## src/rtl/mlp_pkg.sv

```systemverilog
// rtl/mlp_pkg.sv - shared MLP constants and weight loader state encoding
package mlp_pkg;
    localparam int DEF_DATA_SIZE        = 8;
    localparam int DEF_MAX_WEIGHTS_SIZE = 32;
    localparam int DEF_MEM_ADDR_WIDTH   = 3;

    typedef enum logic [3:0] {
        WL_IDLE  = 4'b0001,
        WL_FILL  = 4'b0010,
        WL_WRITE = 4'b0100,
        WL_DONE  = 4'b1000
    } weight_loader_state_t;
endpackage

```

## src/rtl/weight_word_packer.sv

```systemverilog
// rtl/weight_word_packer.sv - gathers stream bytes into one BRAM word lane by lane
module weight_word_packer
    import mlp_pkg::*;
#(
    parameter int DATA_SIZE        = DEF_DATA_SIZE,
    parameter int MAX_WEIGHTS_SIZE = DEF_MAX_WEIGHTS_SIZE
) (
    input  logic                 clk,
    input  logic                 rst_n,
    input  logic                 clear_i,
    input  logic                 restart_i,
    input  logic                 push_i,
    input  logic                 zero_fill_i,
    input  logic [DATA_SIZE-1:0] data_i,
    output logic [DATA_SIZE-1:0] lanes_o [MAX_WEIGHTS_SIZE],
    output logic                 word_full_o
);
    localparam int CNT_W = (MAX_WEIGHTS_SIZE > 1) ? $clog2(MAX_WEIGHTS_SIZE) : 1;

    logic [CNT_W-1:0]     byte_cnt_q, byte_cnt_d;
    logic [DATA_SIZE-1:0] lanes_q [MAX_WEIGHTS_SIZE];
    logic [DATA_SIZE-1:0] lanes_d [MAX_WEIGHTS_SIZE];

    assign lanes_o     = lanes_q;
    // High while the next accepted byte lands in the last lane.
    assign word_full_o = (byte_cnt_q == CNT_W'(MAX_WEIGHTS_SIZE - 1));

    always_comb begin
        byte_cnt_d = byte_cnt_q;
        lanes_d    = lanes_q;
        if (clear_i) begin
            byte_cnt_d = '0;
            for (int i = 0; i < MAX_WEIGHTS_SIZE; i++) lanes_d[i] = '0;
        end else begin
            if (push_i) begin
                byte_cnt_d = byte_cnt_q + CNT_W'(1);
                for (int i = 0; i < MAX_WEIGHTS_SIZE; i++) begin
                    if (CNT_W'(i) == byte_cnt_q)
                        lanes_d[i] = data_i;
                    else if (zero_fill_i && (CNT_W'(i) > byte_cnt_q))
                        lanes_d[i] = '0;
                end
            end
            if (restart_i) byte_cnt_d = '0;
        end
    end

    always_ff @(posedge clk or negedge rst_n) begin
        if (!rst_n) begin
            byte_cnt_q <= '0;
            for (int i = 0; i < MAX_WEIGHTS_SIZE; i++) lanes_q[i] <= '0;
        end else begin
            byte_cnt_q <= byte_cnt_d;
            for (int i = 0; i < MAX_WEIGHTS_SIZE; i++) lanes_q[i] <= lanes_d[i];
        end
    end
endmodule

```

## src/rtl/weight_loader.sv

```systemverilog
// rtl/weight_loader.sv - streams flattened weights into consecutive MLP weight BRAM words
module weight_loader
    import mlp_pkg::*;
#(
    parameter int DATA_SIZE        = DEF_DATA_SIZE,
    parameter int MAX_WEIGHTS_SIZE = DEF_MAX_WEIGHTS_SIZE,
    parameter int MEM_ADDR_WIDTH   = DEF_MEM_ADDR_WIDTH
) (
    input  logic                      clk,
    input  logic                      rst_n,
    input  logic                      start,
    input  logic [MEM_ADDR_WIDTH:0]   num_words,
    input  logic                      s_valid,
    input  logic [DATA_SIZE-1:0]      s_data,
    input  logic                      s_last,
    output logic                      s_ready,
    output logic                      wr_en,
    output logic [MEM_ADDR_WIDTH-1:0] wr_addr,
    output logic [DATA_SIZE-1:0]      wr_data [MAX_WEIGHTS_SIZE],
    output logic                      busy,
    output logic                      done,
    output logic                      error
);
    localparam logic [MEM_ADDR_WIDTH:0] CAPACITY = {1'b1, {MEM_ADDR_WIDTH{1'b0}}};
    localparam logic [MEM_ADDR_WIDTH:0] ONE      = {{MEM_ADDR_WIDTH{1'b0}}, 1'b1};

    weight_loader_state_t    state_q, state_d;
    logic [MEM_ADDR_WIDTH:0] num_words_q, num_words_d;
    logic [MEM_ADDR_WIDTH:0] word_cnt_q, word_cnt_d;
    logic                    error_q, error_d;
    logic                    end_q, end_d;
    logic                    pk_clear, pk_restart, pk_push, pk_zero_fill;
    logic                    word_full, last_word;

    assign s_ready   = (state_q == WL_FILL);
    assign wr_en     = (state_q == WL_WRITE);
    assign busy      = (state_q != WL_IDLE);
    assign done      = (state_q == WL_DONE);
    assign error     = error_q;
    assign wr_addr   = word_cnt_q[MEM_ADDR_WIDTH-1:0];
    assign pk_push   = s_valid && s_ready;
    assign last_word = (word_cnt_q == num_words_q - ONE);

    weight_word_packer #(
        .DATA_SIZE        (DATA_SIZE),
        .MAX_WEIGHTS_SIZE (MAX_WEIGHTS_SIZE)
    ) u_packer (
        .clk         (clk),
        .rst_n       (rst_n),
        .clear_i     (pk_clear),
        .restart_i   (pk_restart),
        .push_i      (pk_push),
        .zero_fill_i (pk_zero_fill),
        .data_i      (s_data),
        .lanes_o     (wr_data),
        .word_full_o (word_full)
    );

    always_comb begin
        state_d      = state_q;
        num_words_d  = num_words_q;
        word_cnt_d   = word_cnt_q;
        error_d      = error_q;
        end_d        = end_q;
        pk_clear     = 1'b0;
        pk_restart   = 1'b0;
        pk_zero_fill = 1'b0;
        case (state_q)
            WL_IDLE: begin
                if (start) begin
                    num_words_d = num_words;
                    word_cnt_d  = '0;
                    error_d     = 1'b0;
                    end_d       = 1'b0;
                    pk_clear    = 1'b1;
                    if (num_words == '0) begin
                        state_d = WL_DONE;
                    end else if (num_words > CAPACITY) begin
                        error_d = 1'b1;
                        state_d = WL_DONE;
                    end else begin
                        state_d = WL_FILL;
                    end
                end
            end
            WL_FILL: begin
                if (pk_push) begin
                    // s_last anywhere but the final lane of the final word truncates the session.
                    if (s_last && (!word_full || !last_word)) begin
                        error_d      = 1'b1;
                        end_d        = 1'b1;
                        pk_zero_fill = 1'b1;
                        state_d      = WL_WRITE;
                    end else if (word_full) begin
                        if (last_word && !s_last) error_d = 1'b1;
                        state_d = WL_WRITE;
                    end
                end
            end
            WL_WRITE: begin
                pk_restart = 1'b1;
                word_cnt_d = word_cnt_q + ONE;
                state_d    = (last_word || end_q) ? WL_DONE : WL_FILL;
            end
            WL_DONE: state_d = WL_IDLE;
            default: state_d = WL_IDLE;
        endcase
    end

    always_ff @(posedge clk or negedge rst_n) begin
        if (!rst_n) begin
            state_q     <= WL_IDLE;
            num_words_q <= '0;
            word_cnt_q  <= '0;
            error_q     <= 1'b0;
            end_q       <= 1'b0;
        end else begin
            state_q     <= state_d;
            num_words_q <= num_words_d;
            word_cnt_q  <= word_cnt_d;
            error_q     <= error_d;
            end_q       <= end_d;
        end
    end
endmodule

```

## config.mk

```make
export PLATFORM = sky130hd
export DESIGN_NAME = weight_loader
export DESIGN_NICKNAME = d
export VERILOG_FILES = /design/src/rtl/mlp_pkg.sv /design/src/rtl/weight_word_packer.sv /design/src/rtl/weight_loader.sv
export SDC_FILE = /design/constraint.sdc
export NUM_CORES = 1
export LEC_CHECK = 0
export BUFFER_PORTS_ARGS = -buffer_cell sky130_fd_sc_hd__buf_4
export CORE_ASPECT_RATIO = 1.2
export CORE_UTILIZATION = 55
export CTS_CLUSTER_SIZE = 24
export DETAILED_ROUTE_END_ITERATION = 7
export PLACE_DENSITY = 0.88
export RECOVER_POWER = 25
export SYNTH_ARGS = -nofsm -noshare
export SYNTH_HDL_FRONTEND = slang
export SYNTH_SLANG_ARGS = --single-unit
export TNS_END_PERCENT = 100
```

## constraint.sdc

```tcl
create_clock -name clk -period 4.09 [get_ports clk]
set_clock_uncertainty 0.15 [all_clocks]
set_input_delay 0.818 -clock clk [delete_from_list [all_inputs] [get_ports clk]]
set_output_delay 0.818 -clock clk [all_outputs]
set_load 0.005 [all_outputs]
```

Yosys cells after proc, flatten, opt, wreduce, memory -nomap -nowiden
Index checks and enable logic that the tools add are counted.
Operators by class
  add/sub/neg operators: 3
  $lt $le $gt $ge: 33
  equal/unequal tests: 43
  muxes and demuxes: 97
  reductions and logical operators: 115
Operator list (number)
  2-to-1 mux 256 bit: 2
  2-to-1 mux 8 bit: 64
  nonzero test 3 bit: 33
  == test 5 bit (first input constant): 16
  > comparator 5 bit (first input constant): 16
  AND reduction 2 bit: 34
  == test 4 x 5 -> 1 bit (first input constant): 8
  > comparator 4 x 5 -> 1 bit (first input constant): 8
  logical AND 1 bit: 35
  2-to-1 mux 4 bit: 8
  == test 3 x 5 -> 1 bit (first input constant): 4
  > comparator 3 x 5 -> 1 bit (first input constant): 4
  2-to-1 mux 1 bit: 16
  2-to-1 mux 5 bit: 3
  case mux 4 bit (3 select lines): 1
  == test 2 x 5 -> 1 bit (first input constant): 2
  > comparator 1 x 5 -> 1 bit (first input constant): 2
  > comparator 2 x 5 -> 1 bit (first input constant): 2
  case mux 4 bit (2 select lines): 1
  != test 3 x 1 -> 1 bit (second input constant): 2
  nonzero test 2 bit: 3
  adder 5 x 1 -> 5 bit (second input constant): 1
  == test 1 x 5 -> 1 bit (first input constant): 1
  == test 5 bit (second input constant): 1
  other kinds (19): 24
Word-level totals
  register bits after elaboration: 275
  output and inout port bits: 264
  input port bits: 17
  word-level logic and storage cells: 329

Depth between registers and ports, before layout
Gate-level depths: netlist of run 1.
  word-level depth: 13
  mapped depth: 10
  depth with buffers taken out: 8

By module
Synthesis of run 1 repeated with hierarchy kept, for this count alone.
Second synthesis, totals
  cells, all modules: 903
  area, all modules: 11609.9 um^2
Modules (own cells, without submodules)
  weight_word_packer: instances 1, cells an instance 816, area each 10710.3 um^2, sequential area each 6531.3 um^2
  weight_loader: instances 1, cells an instance 87, area each 899.6 um^2, sequential area each 351.6 um^2

Least setup slack after synthesis of run 1
Ideal clock, no wire load.
  kind: register to register
  start: register u_packer.byte_cnt_q[3]
  end: register u_packer.lanes_q (netlist bit u_packer.lanes_o[248])
  stages on the path, launching flop included: 10
  arrival: 2.654 ns
  clock period less this slack: 2.929 ns
  data required time: 3.815 ns
  buffers on the path: 3
  path slack: 1.161 ns
  library setup time: 0.125 ns
  path through: dfrtp_1 -> clkbuf_1 -> clkbuf_1 -> and3_1 -> ha_1 -> clkinv_1 -> nor3_2 -> o31a_1 -> buf_6 -> mux2_4
On the way
  longest elaborated chain between the ends: 10
  elaborated cells between the ends (all ways): 15
  those cells by class: 1 x order compare; 1 x eq/ne; 6 x mux; 7 x reduce/logical
Ends and longest elaborated chain
  from (decl): line weight_word_packer.sv:20  | logic [CNT_W-1:0] byte_cnt_q, byte_cnt_d;
  from (signal assigned): line weight_word_packer.sv:53  | byte_cnt_q <= byte_cnt_d;
  == test 5 bit: line weight_word_packer.sv:26  | assign word_full_o = (byte_cnt_q == CNT_W'(MAX_WEIGHTS_SIZE - 1));
  zero test 1 bit: line weight_loader.sv:89  | if (s_last && (!word_full || !last_word)) begin
  logical OR 1 bit: line weight_loader.sv:89
  logical AND 1 bit: line weight_loader.sv:89
  2-to-1 mux 1 bit: line weight_loader.sv:89
  2-to-1 mux 1 bit: line weight_loader.sv:87  | if (pk_push) begin
  2-to-1 mux 1 bit: line weight_loader.sv:68  | case (state_q)
  logical AND 1 bit: line weight_word_packer.sv:40  | else if (zero_fill_i && (CNT_W'(i) > byte_cnt_q))
  nonzero test 3 bit (no line)
  AND reduction 2 bit (no line)
  to (decl): line weight_word_packer.sv:21  | logic [DATA_SIZE-1:0] lanes_q [MAX_WEIGHTS_SIZE];
Parallel ways exist; a longest one is shown, timed or not. The select of a mux whose other input is x is not followed.
A chain may end at the register's enable or synchronous reset.

Worst setup path in the final report of run 1
  start: register u_packer.byte_cnt_q[0]
  end: register u_packer.lanes_q (netlist bit u_packer.lanes_o[250])
The elaborated chain is that of the path after synthesis.

==> results.ini, run 1 <==
[worst_setup_path]
crit_buf_inv = 1
cp_slowest_stage_delay_ns = 0.62
crit_type = reg2reg
crit_chain = ha_1 -> and3_1 -> ha_1 -> clkinv_1 -> nor3_2 -> o31a_1 -> mux2_4
crit_arrival_ns = 3.70
critPathTopFamily = simple AND/OR/NAND/NOR gates
critPathRequiredTime_ns = 4.35
r2r_slack_ns = 0.66
cpMaxStageDelayCell = dfrtp_1
worst_setup_path_end_kind = flip-flop
crit_top_cell = ha_1
critPathLaunchType = flip-flop
cp_max_fo = 17

[placement]
gp_congestion = 0.971
post-place-ws_ns = 0.722
port_buffers = 280
place_hpwl_um = 27300

[synthesis]
synth_top_area_share_pct = 54.2
synthesis.area_mm2 = 0.0127
synth_common_cells = dfrtp_1, nand2_1, nor2_1
syn_nets = 1235
synth_edf_count = 0
synthTopCellsByArea = dfrtp_1, o21ai_0, o2bb2ai_1
ys_async_sr_fraction_pct = 100
synth_seq_cells = 275
yosysTopAreaCell = dfrtp_1
ys.flop_type = dfrtp_1
ys_warn_count = 0
ys_types = 78
synth_area_per_cell_um2 = 10.4
ys_seq_area_share_pct = 54.4
synth.most_common_cell = dfrtp_1
synthCells = 1212

[final_layout]
n_fill_cell = 1583
drive_gt1_share_pct = 28.8
utilization_pct = 69.9
multiInputGateArea_mm2 = 0.00524
area_growth_pct = 24.3
fin_nets = 1473
diodes = 0
seqCellArea_mm2 = 0.00688

[routing]
vias = 11230
vias_per_cell = 6.44
drtAntennaViolNets = 0
dr.pass1.iters = 8
drt_iter0_drc = 1072
wirelength_um = 40200
post_drt_wl_per_cell_um = 23.0
drc = 0

[clocking]
cts_setup_buffers = 0
numCtsBuffers = 26
cts-root-buf = clkbuf_16
clkSinkCount = 275
clock_latency_ns = 0.54
clkTransAtPathRegs_ns = 0.07
cts_resized = 0
clockBufferDepth = 3
htree_levels = 1
cts_tree = built
cts_hold_buf = 0

[outcome]
status = finished with violations
failed_checks = max-capacitance violations, max-slew violations

[run]
max_cap_violations = 1

[power_and_ir_drop]
p_leak_nw = 7.51
power_density_mw_per_mm2 = 520
peakVddDrop_uv = 428

[grt]
grt_pass1_vias = 10830
globalRoute.totalOverflow = 0
grt_first_pass_wirelength_um = 61300
antenna_found_initial = 0
track_usage_pct = 33.5
grt_max_degree = 86

[sta]
finalCritPeriodShare_pct = 83.9
max_freq_mhz = 291
setup_violations = 0
hold_slack_ns = 0.337
relSlewSlack_pct = -40.3
min_period_ns = 3.43
tightest_slew_ns = 2.10
hold_violations = 0
slew_violations = 83
finalSetupTns_ns = 0
fin_ws_ns = 0.657
rsz0062_at_grt = false

[floorplan]
initial_core_util_pct = 56.2
core_mm2 = 0.0225
num_rows = 60
die_h_um = 168
die-area_mm2 = 0.0236
die_x_um = 140
io_pins = 281

[worst_hold_path]
hold_path_class = reg2reg

-- flip-flops by register name, summed over array words and instances, names as in the netlist --
register and cells:
u_packer.lanes_o 256, u_packer.byte_cnt_q 5, num_words_q 4, state_q 4, word_cnt_q 4, end_q 1, error 1
-- worst paths after layout --
check	start	endpoint	cells after the start
max	u_packer.byte_cnt_q[0]	u_packer.lanes_o[250]	7
min	u_packer.lanes_o[5]	u_packer.lanes_o[5]	2
max reg2reg	u_packer.byte_cnt_q[0]	u_packer.lanes_o[250]	7
min reg2reg	u_packer.lanes_o[5]	u_packer.lanes_o[5]	2
max in group asynchronous	rst_n	u_packer.lanes_o[25]	2
min in group asynchronous	rst_n	u_packer.lanes_o[0]	1
-- placed cells by master, fill, tap and decap left out, drive strengths merged, types with 18 or more instances in the layout --
| master | Yosys | final |
|---|---|---|
| a21oi | 60 | 60 |
| clkbuf | 61 | 38 |
| mux2 | 40 | 40 |
| nor2 | 114 | 114 |
| a2bb2oi | 29 | 29 |
| nor3 | 21 | 21 |
| nand2 | 120 | 120 |
| o21ai | 107 | 107 |
| buf | 31 | 299 |
| o2bb2ai | 57 | 57 |
| dfrtp | 274 | 274 |
| nand3 | 62 | 62 |
| inv | 34 | 35 |
| a22o | 18 | 18 |
-- per-layer routing --
layer	GRT usage, %	up-vias	wire [um]
met1	41.9	5550	15100
li1	-	4865	-
met5	2.11	-	54
met4	16.8	2	1890
met2	54.3	682	19200
met3	8.11	131	3960
-- logic make-up (layout without fill, tap and decap cells) --
family | count (synthesis) | in the layout | share of synthesized area [%]
AOI/OAI and AO/OA | 373 | 373 | 21.3
DFF | 275 | 275 | 54.4
and+or+nand+nor | 363 | 363 | 13.3
xor gates and xnor gates | 10 | 10 | 1.01
buffers and inverters | 128 | 382 | 4.37
muxes | 57 | 57 | 5.14
adders and majority gates | 6 | 6 | 0.593
-- worst register-to-register path: cells and delay by family, from the launching register on --
family	cells	cell delay (ns)
AND/OR/NAND/NOR	2	0.63
adder cells (fa/ha/maj)	2	0.59
AO/OA/AOI/OAI	1	0.57
flip-flops	1	0.62
multiplexers	1	0.35
buffers and inverters	1	0.40
-- through the flow --
step / cells / cell area, um^2 / power, W
after global routing: 1745 / 15700 / 0.00849
after global placement: 1701 / 14900 / 0.00560
after floorplan: 1212 / 12700 / 0.00474
after detailed placement: 1701 / 14900 / 0.00569
after CTS: 1745 / 15800 / 0.00815
final: 1745 / 15700 / 0.00819
-- area by class of cell --
type / count / area share [%]
clock buffer: 35 / 4.67
clock inverter: 9 / 0.803
inverter: 36 / 0.890
multi-input combinational: 809 / 33.3
sequential: 275 / 43.7
tap: 279 / 2.22
timing repair buffer: 302 / 14.4
-- report_power, final --
part,internal [W],switching [W]
Combinational,0.000922,0.00153
Sequential,0.00299,0.000263
Clock,0.00145,0.00104
Total,0.00535,0.00283
Power figures use the tool's default switching activity.
==> inputs of run 2 (changes only) <==
--- a/config.mk
+++ b/config.mk
@@ -5,12 +5,13 @@
 export SDC_FILE = /design/constraint.sdc
 export NUM_CORES = 1
 export LEC_CHECK = 0
+export ABC_AREA = 1
 export BUFFER_PORTS_ARGS = -buffer_cell sky130_fd_sc_hd__buf_4
 export CORE_ASPECT_RATIO = 1.2
-export CORE_UTILIZATION = 55
+export CORE_UTILIZATION = 54
 export CTS_CLUSTER_SIZE = 24
 export DETAILED_ROUTE_END_ITERATION = 7
-export PLACE_DENSITY = 0.88
+export PLACE_DENSITY = 0.87
 export RECOVER_POWER = 25
 export SYNTH_ARGS = -nofsm -noshare
 export SYNTH_HDL_FRONTEND = slang
==> constraint.sdc (replaced) <==
create_clock -name clk -period 3.6 [get_ports clk]
set_clock_uncertainty 0.15 [all_clocks]
set_input_delay 0.72 -clock clk [delete_from_list [all_inputs] [get_ports clk]]
set_output_delay 0.72 -clock clk [all_outputs]
set_load 0.005 [all_outputs]
==> run 2 against run 1 <==
Compared with the run above: the run still ends with max-capacitance violations, max-slew violations left; global-route usage down 0.32 points; routed wire length down 1.6%; cell count rose by 15%; clock-buffer cell count grew 1; critical path depth up 3; worst hold slack lost 0.014 ns; sequential share of layout area increased by 0.44 points; design area shrank 0.99%; via count grew 7.1%; clock power is 15% higher; critical endpoint is now u_packer.lanes_o[243]; largest cell class unchanged; highest routed layer is now met4.
==> results.ini, run 2 <==
[synthesis]
synthesis.area_mm2 = 0.0125
ys_warn_count = 0
ys_seq_area_share_pct = 55.2
synth_edf_count = 0
synth_common_cells = nand2_1, dfrtp_1, nand4_1
synth_seq_cells = 275
synth_area_per_cell_um2 = 8.41
synth_top_area_share_pct = 55.0
yosysTopAreaCell = dfrtp_1
synthTopCellsByArea = dfrtp_1, nand2_1, nand4_1
syn_nets = 1506
synth.most_common_cell = nand2_1
ys.flop_type = dfrtp_1
ys_types = 36
ys_async_sr_fraction_pct = 100
synthCells = 1483

[sta]
setup_violations = 0
min_period_ns = 2.98
max_freq_mhz = 336
rsz0062_at_grt = false
relSlewSlack_pct = -60.0
hold_violations = 0
tightest_slew_ns = 2.40
finalCritPeriodShare_pct = 82.7
slew_violations = 90
finalSetupTns_ns = 0

[final_layout]
fin_nets = 1742
final_cell_mix = nand2_1, buf_4, dfrtp_1
area_growth_pct = 24.9
largest_reg_flops = 256
diodes = 0
layout_commonest_cell = nand2_1
drive_gt1_share_pct = 22.2

[worst_setup_path]
startpoint = u_packer.byte_cnt_q[0]
cp_num_cells = 10
timing.rr.end = u_packer.lanes_o[243]
critPathTopFamily = simple AND/OR/NAND/NOR gates
crit_arrival_ns = 3.25
worstReg2RegStart = u_packer.byte_cnt_q[0]
r2r_slack_ns = 0.62
cp_max_fo = 16
cp_slowest_stage_delay_ns = 0.56
cpMaxStageDelayCell = dfrtp_1
setup.worst_path.end = u_packer.lanes_o[243]
crit_type = reg2reg
worstRegToRegCells = 10
crit_chain = ha_1 -> inv_1 -> nor2_1 -> ha_1 -> nand3_1 -> nand2_1 -> inv_1 -> nand3_1 -> nand4_1 -> nand2_1
worst_setup_path_end_kind = flip-flop
crit_buf_inv = 2
critPathRequiredTime_ns = 3.87
critPathLaunchType = flip-flop

[routing]
wirelength_um = 39500
drt_iter0_drc = 1390
drc = 0
dr.pass1.iters = 6
post_drt_wl_per_cell_um = 19.6
vias = 12024
vias_per_cell = 5.97
drtAntennaViolNets = 0

[worst_hold_path]
min_from = u_packer.lanes_o[222]
hold_path_class = reg2reg

[clocking]
clockBufferDepth = 3
htree_levels = 1
cts-root-buf = clkbuf_16
cts_hold_buf = 0
clkSinkCount = 275
clock_latency_ns = 0.54
numCtsBuffers = 27
cts_resized = 0
cts_setup_buffers = 0
cts_tree = built
clkTransAtPathRegs_ns = 0.07

[placement]
gp_congestion = 0.941
port_buffers = 280
place_hpwl_um = 25800

[power_and_ir_drop]
power_density_mw_per_mm2 = 527
netSwitchingPower_w = 0.00280
internal_power_w = 0.00542
p_total_w = 0.00822
peakVddDrop_uv = 522
p_comb_share_pct = 23.9
clock_power_share_pct = 34.5
p_sw_share_pct = 34.0
p_leak_nw = 8.85
pwr-share-seq_pct = 41.5

[grt]
globalRoute.totalOverflow = 0
antenna_found_initial = 0
track_usage_pct = 33.2
grt_pass1_vias = 11336
grt_max_degree = 161
grt_first_pass_wirelength_um = 61900

[run]
max_cap_violations = 1

[outcome]
failed_checks = max-capacitance violations, max-slew violations
status = finished with violations

[floorplan]
io_pins = 281
die_x_um = 141
initial_core_util_pct = 55.4
die_h_um = 168
core_mm2 = 0.0225
die-area_mm2 = 0.0237
num_rows = 60

run 2: power groups by stage:
stage / Clock [W] / Combinational, W / Sequential, W
4_1_cts: 0.00285 / 0.00194 / 0.00341
3_3_place_gp: 0 / 0.00187 / 0.00345
3_5_place_dp: 0 / 0.00192 / 0.00346
6_report: 0.00284 / 0.00197 / 0.00341
5_1_grt: 0.00298 / 0.00214 / 0.00343
2_1_floorplan: 0 / 0.00126 / 0.00342
run 2: worst min-delay path by stage:
stage,endpoint,depth (start not counted)
3_5_place_dp,u_packer.lanes_o[158],2
4_1_cts,u_packer.lanes_o[12],1
5_1_grt,num_words_q[1],3
2_1_floorplan,end_q,0
3_3_place_gp,u_packer.lanes_o[29],2
6_report,u_packer.lanes_o[222],2
run 2: area by class of cell:
type                       instances  area (um^2)
tap                              279          349
timing repair buffer             294         2250
clock inverter                    10          110
fill                            1717         6940
clock buffer                      36          769
inverter                          90          339
sequential                       275         6880
multi-input combinational       1031         4890
run 2: metrics by stage:
step	util [%]	setup slack [ns]	std cells	area, um^2	hold WS [ns]
floorplan	-	1.46	1483	12500	0.274
global placement	65.4	0.868	1969	14700	0.306
detailed placement	65.4	0.782	1969	14700	0.309
CTS	69.3	0.694	2015	15600	0.0788
global route	69.2	0.439	2015	15600	0.329
finish	69.2	0.621	2015	15600	0.323
run 2: cells by family after synthesis:
logic type               count (synthesis)  synth area share [%]
AO/OA/AOI/OAI                           37                  1.72
flip-flops                             275                  55.2
adder cells (fa/ha/maj)                  6                 0.602
AND/OR/NAND/NOR                        984                  36.5
buffers and inverters                  177                  5.75
XOR/XNOR                                 4                 0.281
run 2: tightest hold or removal path, cell delays in order, from the launching register on:
cell and delay (ns):
dfrtp_1 0.34, nand2_1 0.05, nand2_1 0.05
run 2: layer usage:
metal	up-vias	routed length [um]	global-route usage [%]
met4	0	2030	16.9
met5	-	0	0
met2	701	19100	54.4
met1	5768	15100	42.6
met3	141	3400	5.66
li1	5414	-	-
==> inputs of run 3 (changes only) <==
==> constraint.sdc (replaced) <==
create_clock -name clk -period 3.1 [get_ports clk]
set_clock_uncertainty 0.15 [all_clocks]
set_input_delay 0.62 -clock clk [delete_from_list [all_inputs] [get_ports clk]]
set_output_delay 0.62 -clock clk [all_outputs]
set_load 0.005 [all_outputs]
==> run 3 against run 2 <==
Compared with the run above: via count rose by 0.64%; the run now ends clean; sequential power rose by 16%; design area rose by 0.93%; first-iteration DRC count fell by 16%; worst setup slack got worse by 0.46 ns; die area did not move; routed wire length rose by 0.26%.
==> results.ini, run 3 (same netlist as run 2, synthesis figures left out) <==
[final_layout]
diodes = 0
utilization_pct = 69.8
layout_commonest_cell = nand2_1
drive_gt1_share_pct = 22.6
area_growth_pct = 26.1
stdcell_area_mm2 = 0.0157
final_cell_mix = nand2_1, buf_4, dfrtp_1
largest_reg_flops = 256
fin_nets = 1750
n_fill_cell = 1721

[power_and_ir_drop]
pwr-share-seq_pct = 40.2
peakVddDrop_uv = 611
internal_power_w = 0.00657
p_sw_share_pct = 33.0
clock_power_share_pct = 36.4
power_density_mw_per_mm2 = 623
p_comb_share_pct = 23.4
netSwitchingPower_w = 0.00323
p_leak_nw = 8.93

[worst_setup_path]
worstReg2RegStart = state_q[0]
crit_chain = inv_1 -> nor3_1 -> nand2_4 -> buf_12 -> nand3_1 -> nand2_1 -> nand2_1 -> nand2_1
cp_max_fo = 257
worstRegToRegCells = 8
critPathLaunchType = flip-flop
cp_num_cells = 8
crit_type = reg2reg
worst_setup_path_end_kind = flip-flop
critPathTopFamily = simple AND/OR/NAND/NOR gates
crit_buf_inv = 2
cpMaxStageDelayCell = nor3_1
r2r_slack_ns = 0.16
cp_slowest_stage_delay_ns = 0.62
critPathRequiredTime_ns = 3.37
crit_top_cell = nand2_1
timing.rr.end = u_packer.lanes_o[207]
crit_arrival_ns = 3.21

[sta]
setup_violations = 0
relSlewSlack_pct = 16.4
slew_violations = 0
hold_slack_ns = 0.259
finalCritPeriodShare_pct = 94.9
hold_violations = 0
tightest_slew_ns = 1.25
max_freq_mhz = 340
min_period_ns = 2.94
rsz0062_at_grt = false
finalSetupTns_ns = 0

[placement]
place_hpwl_um = 25700
placed_cell_area_mm2 = 0.0148
port_buffers = 280
gp_congestion = 0.933

[grt]
grt_max_degree = 258
antenna_found_initial = 0
track_usage_pct = 33.2
grt_first_pass_wirelength_um = 61900
globalRoute.totalOverflow = 0
grt_pass1_vias = 11564

[routing]
dr.pass1.iters = 5
drt_iter0_drc = 1172
drc = 0
vias = 12101
drtAntennaViolNets = 0
post_drt_wl_per_cell_um = 19.6
vias_per_cell = 5.97
wirelength_um = 39600

[clocking]
cts_resized = 0
clkTransAtPathRegs_ns = 0.06
cts_tree = built
numCtsBuffers = 27
clockBufferDepth = 3
clkSinkCount = 275
cts_hold_buf = 1
clock_latency_ns = 0.54
htree_levels = 1
cts-root-buf = clkbuf_16
cts_setup_buffers = 0

[floorplan]
num_rows = 60
initial_core_util_pct = 55.4
die-area_mm2 = 0.0237
io_pins = 281
die_h_um = 168
core_mm2 = 0.0225
die_x_um = 141

[worst_hold_path]
min_from = num_words[1]
hold_path_class = in2reg
hold_end = num_words_q[1]
min_path_cells = 3

[outcome]
status = finished, final reports clean

[run]
max_cap_violations = 0

-- run 3: cell types whose count changed in the layout (fill, tap and decap cells not counted), sizes merged --
cell,before,now
buf,290,295
inv,91,90
dlygate4sd3,0,1
bufinv,2,5
clkbuf,40,42
clkinvlp,1,2
-- run 3: final cells by class --
type	count	area [um^2]	area share (%)
Clock buffer	36	769	4.89
Clock inverter	13	205	1.30
Inverter	90	339	2.16
Multi-Input combinational cell	1031	4880	31.0
Sequential cell	275	6880	43.8
Tap cell	279	349	2.22
Timing Repair Buffer	302	2300	14.6
-- run 3: power groups by stage --
stage | logic [W] | clock network (W) | registers (W)
global placement | 0.00221 | 0 | 0.00399
CTS | 0.00228 | 0.00360 | 0.00394
finish | 0.00229 | 0.00357 | 0.00394
global route | 0.00251 | 0.00374 | 0.00396
floorplan | 0.00147 | 0 | 0.00397
detailed placement | 0.00226 | 0 | 0.00400
-- run 3: worst register-to-register path, delay by kind of cell, from the launching register on --
family        cells  cell delay, ns
buf+inv           2            0.36
flops             1            0.54
simple gates      6            1.79
-- run 3: how the worst max path moves through the flow --
| stage | start | slack (ns) | end |
|---|---|---|---|
| after floorplan | num_words_q[0] | 0.96 | u_packer.lanes_o[56] |
| after global placement | num_words_q[0] | 0.53 | u_packer.lanes_o[253] |
| after detailed placement | num_words_q[0] | 0.41 | u_packer.lanes_o[254] |
| after CTS | num_words_q[0] | 0.37 | u_packer.lanes_o[245] |
| after global routing | state_q[0] | 0.10 | u_packer.lanes_o[165] |
| final | state_q[0] | 0.16 | u_packer.lanes_o[207] |
-- run 3: per-layer routing --
layer  up-vias  global-route usage, %  wire length, um
li1       5436                      -                -
met1      5822                   42.6            15300
met2       694                   55.2            19100
met3       149                   5.21             3300
met4         0                   16.0             1930
met5         -                      0                0
-- run 3: metrics by stage --
stage	std cells	power (W)	worst slack (ns)
2_1_floorplan	1483	0.00544	0.959
3_3_place_gp	1976	0.00620	0.532
3_5_place_dp	1976	0.00627	0.408
4_1_cts	2026	0.00982	0.374
5_1_grt	2026	0.0102	0.104
6_report	2026	0.00981	0.157
